[config.mk]
export PLATFORM = sky130hd
export DESIGN_NAME = pixel_stream_tx
export DESIGN_NICKNAME = d
export VERILOG_FILES = /design/src/rtl/digit_pkg.sv /design/src/rtl/pixel_coord_counter.sv /design/src/rtl/pixel_stream_tx.sv
export SDC_FILE = /design/constraint.sdc
export NUM_CORES = 1
export LEC_CHECK = 0
export ABC_CLOCK_PERIOD_IN_PS = 2150
export BUFFER_PORTS_ARGS = -buffer_cell sky130_fd_sc_hd__buf_4
export CORE_MARGIN = 2
export CORE_UTILIZATION = 49
export CTS_BUF_LIST = sky130_fd_sc_hd__clkbuf_4 sky130_fd_sc_hd__clkbuf_8
export CTS_CLUSTER_DIAMETER = 150
export DETAILED_ROUTE_END_ITERATION = 10
export GPL_TIMING_DRIVEN = 0
export PLACE_DENSITY = 0.78
export SLEW_MARGIN = 30
export SYNTH_ARGS = -nofsm -noshare
export SYNTH_HDL_FRONTEND = slang
export SYNTH_SLANG_ARGS = --single-unit
[constraint.sdc]
create_clock -name clk -period 2.15 [get_ports clk]
set_clock_uncertainty 0.15 [all_clocks]
set_input_delay 0.215 -clock clk [delete_from_list [all_inputs] [get_ports clk]]
set_output_delay 0.215 -clock clk [all_outputs]
set_load 0.02 [all_outputs]
[src/rtl/digit_pkg.sv]
// digit_pkg: definitions shared by the pixel-data transmit path.
//   tx_state_t - states of the pixel_stream_tx sequencer
//   IMG_W_DEF  - default image width in pixels
//   IMG_H_DEF  - default image height in rows
//   PIX_W      - width of one greyscale pixel
package digit_pkg;

    localparam int IMG_W_DEF = 28;
    localparam int IMG_H_DEF = 28;
    localparam int PIX_W     = 8;

    typedef enum logic [2:0] {
        IDLE    = 3'd0,
        REQ     = 3'd1,
        WAIT    = 3'd2,
        PRESENT = 3'd3,
        DONE    = 3'd4
    } tx_state_t;

endpackage

[src/rtl/pixel_coord_counter.sv]
// pixel_coord_counter: row/column/linear-address tracker for one image.
// Ports:
//   clk, n_rst - clock, asynchronous active-low reset
//   clr        - return to pixel (0,0), address 0
//   inc        - advance to the next pixel in raster order
//   row, col   - coordinates of the current pixel
//   addr       - linear buffer address, always row*IMG_W + col
//   last       - current pixel is the final one of the image
module pixel_coord_counter
    import digit_pkg::*;
#(
    parameter int IMG_W  = IMG_W_DEF,
    parameter int IMG_H  = IMG_H_DEF,
    parameter int ADDR_W = 10
) (
    input  logic                     clk,
    input  logic                     n_rst,
    input  logic                     clr,
    input  logic                     inc,
    output logic [$clog2(IMG_H)-1:0] row,
    output logic [$clog2(IMG_W)-1:0] col,
    output logic [ADDR_W-1:0]        addr,
    output logic                     last
);

    localparam int ROW_W = $clog2(IMG_H);
    localparam int COL_W = $clog2(IMG_W);
    localparam logic [ROW_W-1:0] ROW_MAX = ROW_W'(IMG_H - 1);
    localparam logic [COL_W-1:0] COL_MAX = COL_W'(IMG_W - 1);

    logic col_last;

    assign col_last = (col == COL_MAX);
    assign last     = col_last && (row == ROW_MAX);

    // Increment is ignored on the last pixel so the address can never run
    // past the end of the image.
    always_ff @(posedge clk or negedge n_rst) begin
        if (!n_rst) begin
            row  <= '0;
            col  <= '0;
            addr <= '0;
        end else if (clr) begin
            row  <= '0;
            col  <= '0;
            addr <= '0;
        end else if (inc && !last) begin
            addr <= addr + ADDR_W'(1);
            if (col_last) begin
                col <= '0;
                row <= row + ROW_W'(1);
            end else begin
                col <= col + COL_W'(1);
            end
        end
    end

endmodule

[src/rtl/pixel_stream_tx.sv]
// pixel_stream_tx: reads one IMG_W x IMG_H greyscale image from the image
// buffer and hands it, one byte per shift_en strobe, to the recognizer's
// pixel register.
// Ports:
//   clk, n_rst  - clock, asynchronous active-low reset
//   start       - begin a frame (only honoured in IDLE)
//   abort       - drop the current frame, back to IDLE without frame_done
//   ready       - consumer can take a pixel this cycle
//   mem_ren     - buffer read enable
//   mem_addr    - buffer read address
//   mem_rdata   - buffer read data, valid the cycle after mem_ren
//   pixel_out   - pixel byte being offered
//   shift_en    - transfer strobe, the consumer latches pixel_out on it
//   row, col    - coordinates of the pixel being offered
//   busy        - high in every state but IDLE
//   frame_done  - one-cycle pulse after the final pixel transfers
module pixel_stream_tx
    import digit_pkg::*;
#(
    parameter int IMG_W  = IMG_W_DEF,
    parameter int IMG_H  = IMG_H_DEF,
    parameter int ADDR_W = 10
) (
    input  logic                     clk,
    input  logic                     n_rst,
    input  logic                     start,
    input  logic                     abort,
    input  logic                     ready,
    output logic                     mem_ren,
    output logic [ADDR_W-1:0]        mem_addr,
    input  logic [PIX_W-1:0]         mem_rdata,
    output logic [PIX_W-1:0]         pixel_out,
    output logic                     shift_en,
    output logic [$clog2(IMG_H)-1:0] row,
    output logic [$clog2(IMG_W)-1:0] col,
    output logic                     busy,
    output logic                     frame_done
);

    tx_state_t state;
    logic      ren_q;
    logic      done_q;
    logic      last;
    logic      cnt_clr;
    logic      cnt_inc;

    // The strobe follows ready within the cycle. The registered read-enable
    // and done pulse are masked by abort so an aborted cycle issues nothing.
    assign shift_en   = (state == PRESENT) && ready && !abort;
    assign mem_ren    = ren_q && !abort;
    assign frame_done = done_q && !abort;

    assign cnt_clr = (state == IDLE) && start && !abort;
    assign cnt_inc = shift_en;

    pixel_coord_counter #(
        .IMG_W  (IMG_W),
        .IMG_H  (IMG_H),
        .ADDR_W (ADDR_W)
    ) u_coord (
        .clk   (clk),
        .n_rst (n_rst),
        .clr   (cnt_clr),
        .inc   (cnt_inc),
        .row   (row),
        .col   (col),
        .addr  (mem_addr),
        .last  (last)
    );

    // Registered outputs are set on the transition into the state in which
    // they must be visible.
    always_ff @(posedge clk or negedge n_rst) begin
        if (!n_rst) begin
            state     <= IDLE;
            pixel_out <= '0;
            ren_q     <= 1'b0;
            done_q    <= 1'b0;
            busy      <= 1'b0;
        end else begin
            ren_q  <= 1'b0;
            done_q <= 1'b0;
            if (abort && (state != IDLE)) begin
                state <= IDLE;
                busy  <= 1'b0;
            end else begin
                case (state)
                    IDLE: begin
                        if (start && !abort) begin
                            state <= REQ;
                            ren_q <= 1'b1;
                            busy  <= 1'b1;
                        end
                    end
                    REQ: begin
                        state <= WAIT;
                    end
                    WAIT: begin
                        pixel_out <= mem_rdata;
                        state     <= PRESENT;
                    end
                    PRESENT: begin
                        if (ready) begin
                            if (last) begin
                                state  <= DONE;
                                done_q <= 1'b1;
                            end else begin
                                state <= REQ;
                                ren_q <= 1'b1;
                            end
                        end
                    end
                    DONE: begin
                        state <= IDLE;
                        busy  <= 1'b0;
                    end
                    default: begin
                        state <= IDLE;
                        busy  <= 1'b0;
                    end
                endcase
            end
        end
    end

endmodule

==> Yosys cells after proc, flatten, opt, wreduce, memory -nomap -nowiden <==
Cells that the tools add are included.
{ "word_totals": {"word_cells": 66, "mem_bits_ro": 0, "inputBits": 13, "reg_bits": 34, "output_inout_bits": 32, "mem_bits_rw": 0, "latch_bits": 0, "n_memories": 0} }
{ "op_classes": {"order_cmp": 0, "n_mul": 0, "div_mod_pow": 0, "bitwise_logic": 1, "addsub": 3, "n_reduce_logical": 21, "mux": 25, "shift": 0, "n_eq_ne": 8} }
{ "ops": {"columns": ["cell", "n"], "rows": [
  ["$mux W5", 6],
  ["$mux W10", 2],
  ["$mux W3", 4],
  ["$pmux W3 S4", 1],
  ["$add A10 B1 Y10 const B", 1],
  ["$add A5 B1 Y5 const B", 2],
  ["$eq A5 B5 Y1 const B", 2],
  ["$logic_and A1 B1 Y1", 10],
  ["$mux W1", 10],
  ["$reduce_and A2 Y1", 4],
  ["$eq A3 B2 Y1 const B", 2],
  ["$pmux W1 S2", 2],
  ["$reduce_bool A2 Y1", 2],
  ["$eq A3 B1 Y1 const B", 1],
  ["$logic_not A3 Y1", 1],
  ["$ne A3 B1 Y1 const B", 1],
  ["$ne A3 B2 Y1 const B", 1],
  ["$reduce_bool A3 Y1", 1],
  ["$reduce_or A3 Y1", 1],
  ["$logic_not A1 Y1", 2],
  ["$ne A2 B1 Y1 const B", 1],
  ["$not A1 Y1", 1]
]} }

==> Logic depth before layout (Yosys ltp) <==
{ "logic_depth": {"depth_word": 6, "ltp_mapped": 6, "depth_no_buf": 5} }

==> Hierarchy <==
A second synthesis with hierarchy kept.
{ "hier_totals": {"cells_unflattened": 149, "area_unflattened_um2": 1691.6} }
{ "by_module_without_submodules": {"columns": ["module", "n_inst", "area_per_inst_um2", "seq_area_each_um2", "cells_per_inst"], "rows": [
  ["pixel_coord_counter", 1, 1084.8, 500.5, 103],
  ["pixel_stream_tx", 1, 606.8, 350.3, 46]
]} }

==> Worst setup path after synthesis <==
OpenSTA, ideal clock, no wires.
{ "synth_timing": {"path_kind": "register to register", "startpoint": "reg u_coord.row[0]", "endpoint": "reg u_coord.addr[9]", "setup_ps": 79, "path_stages_with_launch": 6, "t_required_ps": 1921, "path_buffers": 0, "synth_period_minus_slack_ps": 2151, "t_arrival_ps": 1921, "slack_ps": -1, "cell_sequence": "dfrtp_1 ha_1 and4b_1 a211o_1 a2111oi_4 mux2i_1"} }
{ "synth_between": {"elab_chain_cells": 5} }
{ "synth_rtl": {"columns": ["element", "line", "text"], "rows": [
  ["start, declared", "pixel_coord_counter.sv:20", "output logic [$clog2(IMG_H)-1:0] row,"],
  ["start signal, assigned", "pixel_coord_counter.sv:51", "row <= row + ROW_W'(1);"],
  ["$eq A5 B5 Y1", "pixel_coord_counter.sv:34", "assign last = col_last && (row == ROW_MAX);"],
  ["$logic_and A1 B1 Y1", "pixel_coord_counter.sv:34", null],
  ["$logic_not A1 Y1", "pixel_coord_counter.sv:47", "end else if (inc && !last) begin"],
  ["$logic_and A1 B1 Y1", "pixel_coord_counter.sv:47", null],
  ["$reduce_bool A2 Y1 (no line)", null, null],
  ["end signal, assigned", "pixel_coord_counter.sv:48", "addr <= addr + ADDR_W'(1);"],
  ["end, declared", "pixel_coord_counter.sv:22", "output logic [ADDR_W-1:0] addr,"]
]} }
Every way passes these cells.
A chain may end at the register's enable or synchronous reset.

==> Final worst setup path <==
{ "layout_timing": {"startpoint": "reg u_coord.row[1]", "endpoint": "reg u_coord.addr[9]"} }
The elaborated chain is that of the path after synthesis.

==> results.json <==
{
  "outcome": "finished, final reports clean",
  "core_area_sq_mm": 0.00336,
  "wl_per_cell_um": 16.0,
  "root_buffer": "clkbuf_4",
  "synth_edf_count": 0,
  "antenna_found_initial": 0,
  "drc": 0,
  "min_period_ns": 2.11,
  "synth_top_cells_by_area": "dfrtp_1, mux2_2, nand2_1, mux2i_1, o21ai_0",
  "clk_path_buf_depth": 2,
  "netlist_area_sq_mm": 0.00174,
  "grt_max_degree": 35,
  "final_nets": 245,
  "start_kind": "flop",
  "grt_pass1_wl_mm": 7.25,
  "place_hpwl_mm": 2.85,
  "die_area_sq_mm": 0.00404,
  "finalSetupViolations": 0,
  "ys_warn_count": 0,
  "synth-seq-cells": 34,
  "period_share_pct": 98.3,
  "drtPass1Iterations": 4,
  "first_iter_violations": 77,
  "grt_pass1_vias": 1463,
  "vdd_drop_max_mv": 0.513,
  "htree_levels": 2,
  "grtUsageTotal_pct": 22.9,
  "synth_cell_types": 47,
  "drt.antenna.violating_nets": 0,
  "clk_latency_ns": 0.34,
  "hold_class": "in2reg",
  "path_class": "reg2reg",
  "required_ns": 2.26,
  "path_clk_slew_ns": 0.10,
  "syn_nets": 180,
  "drv_cap": 0,
  "syn_inst": 164,
  "die_x_um": 63.6,
  "yosysSeqAreaShare_pct": 49.0,
  "die_y_um": 63.6,
  "final_cell_mix": "buf_4, dfrtp_1, nand2_1",
  "crit_fanout": 5,
  "leakagePower_nw": 1.04,
  "fp-row-count": 21,
  "hold_viol_final": 0,
  "via_per_inst": 5.64,
  "async_flop_share_pct": 100,
  "fin_hold_ws_ns": 0.0297,
  "tightest_slew_ns": 0.504,
  "worstPathArrival_ns": 2.22,
  "power_density_mw_per_mm2": 779,
  "vias": 1556,
  "layout_commonest_cell": "buf_4",
  "io_pins": 45,
  "io_buffers": 43,
  "yosysTopAreaCellShare_pct": 49.0,
  "crit_chain": "ha_4 -> and4b_2 -> a211o_4 -> a2111oi_4 -> mux2i_1",
  "rsz0062_at_grt": "yes",
  "gp_congestion": 0.789,
  "cp_top_family": "compound AO/OA/AOI/OAI gates",
  "fin_util_pct": 70.3,
  "antennaDiodeCount": 0,
  "numClockSinks": 34,
  "end_kind": "flop",
  "tritoncts": "built",
  "slew_viol_final": 0,
  "syn_to_final_growth_pct": 36.0,
  "dp.cells": 253,
  "numCtsBuffers": 5,
  "relSlewSlack_pct": 66.3,
  "slowest_stage": "dfrtp_1",
  "slowest_delay_ns": 0.44,
  "max_freq_ghz": 0.473,
  "final_cells": 276,
  "syn_avg_cell_area_sq_um": 10.6,
  "synth_area_leader_cell": "dfrtp_1",
  "path_buf_inv": 0,
  "wirelength_mm": 4.40,
  "start_util_pct": 51.7,
  "drive_gt1_share_pct": 34.8,
  "grt_overflow": 0,
  "synth-main-ff-cell": "dfrtp_1"
}
metal layers:
metal / share of wire, % / vias up / global-route usage (%)
met2: 54 / 52 / 40.3
met1: 40 / 766 / 28.7
met5: 0 / - / 0
li1: - / 733 / -
met4: 0.93 / 0 / 5.71
met3: 5.4 / 5 / 4.64
synthesized netlist by cell type (all sizes together) (3+ instances only):
cell and count:
inv 6, o21ai 8, nand2b 4, or3 4
nor2 8, dfrtp 34, nand3 6, and2 3
a21oi 8, mux2i 5, mux2 8, nand2 17
ha 3, clkbuf 3, a31oi 3, nor3 5
area by class of cell:
cell class                 count  area, sq um
clock inverter                 2         12.5
inverter                       6         22.5
fill                         272         1000
buffer                         5         33.8
multi-input combinational    119          877
clock buffer                   6         51.3
sequential                    34          851
timing repair buffer          58          458
tap                           46         57.6
logic make-up after synthesis:
family	count (synthesis)	synth area share, %
xor gates and xnor gates	2	1.01
DFF	34	49.0
and+or+nand+nor	64	21.0
muxes	13	8.06
adders and majority gates	3	2.16
AOI/OAI and AO/OA	37	15.6
buffers and inverters	11	3.24
worst paths after layout:
kind	start	to	slack (ns)	cells past startpoint
max in group asynchronous	n_rst	u_coord.addr[7]$_DFFE_PN0P_	1.34	2
min in group asynchronous	n_rst	u_coord.row[0]$_DFFE_PN0P_	0.21	2
hold reg to reg	pixel_out[0]$_DFFE_PN0P_	pixel_out[0]$_DFFE_PN0P_	0.37	1
setup / recovery	u_coord.row[1]$_DFFE_PN0P_	u_coord.addr[9]$_DFFE_PN0P_	0.04	5
hold / removal	abort	state[1]$_DFFE_PN0P_	0.03	4
setup reg to reg	u_coord.row[1]$_DFFE_PN0P_	u_coord.addr[9]$_DFFE_PN0P_	0.04	5
registers in the layout, summed over array words and instances (netlist names):
| name | flops |
|---|---|
| u_coord.addr | 10 |
| state | 3 |
| done_q | 1 |
| ren_q | 1 |
| pixel_out | 8 |
| u_coord.row | 5 |
| u_coord.col | 5 |
| busy | 1 |
power by group:
group | internal (mW) | switching [mW] | total [mW]
Combinational | 0.299 | 0.340 | 0.639
Clock | 0.157 | 0.216 | 0.373
Sequential | 0.751 | 0.0786 | 0.829
timing repair:
item | CTS | global route
endpoints found under the hold margin | 42 | 0
setup endpoints to repair | 10 | 6
hold buffers | 9 | 0
gates resized for setup | 5 | 4
pin swaps | 2 | 4
setup buffers | 3 | 3
stage by stage:
| stage | setup TNS (ns) | power, mW | worst slack [ns] | cell area (sq um) |
|---|---|---|---|---|
| floorplan | 0 | 1.16 | 0.00650 | 1740 |
| global placement | -0.141 | 1.40 | -0.0311 | 2120 |
| detailed placement | -0.656 | 1.42 | -0.0986 | 2120 |
| CTS | 0 | 1.82 | 0.00490 | 2320 |
| global route | -0.0649 | 1.95 | -0.0406 | 2360 |
| finish | 0 | 1.84 | 0.0360 | 2360 |
worst reg2reg max path: stages, from the launching register on:
cell and delay, ns:
dfrtp_1 0.44, ha_4 0.19, and4b_2 0.25, a211o_4 0.39, a2111oi_4 0.39, mux2i_1 0.23
Note: power is estimated with default switching activity, not from simulation.
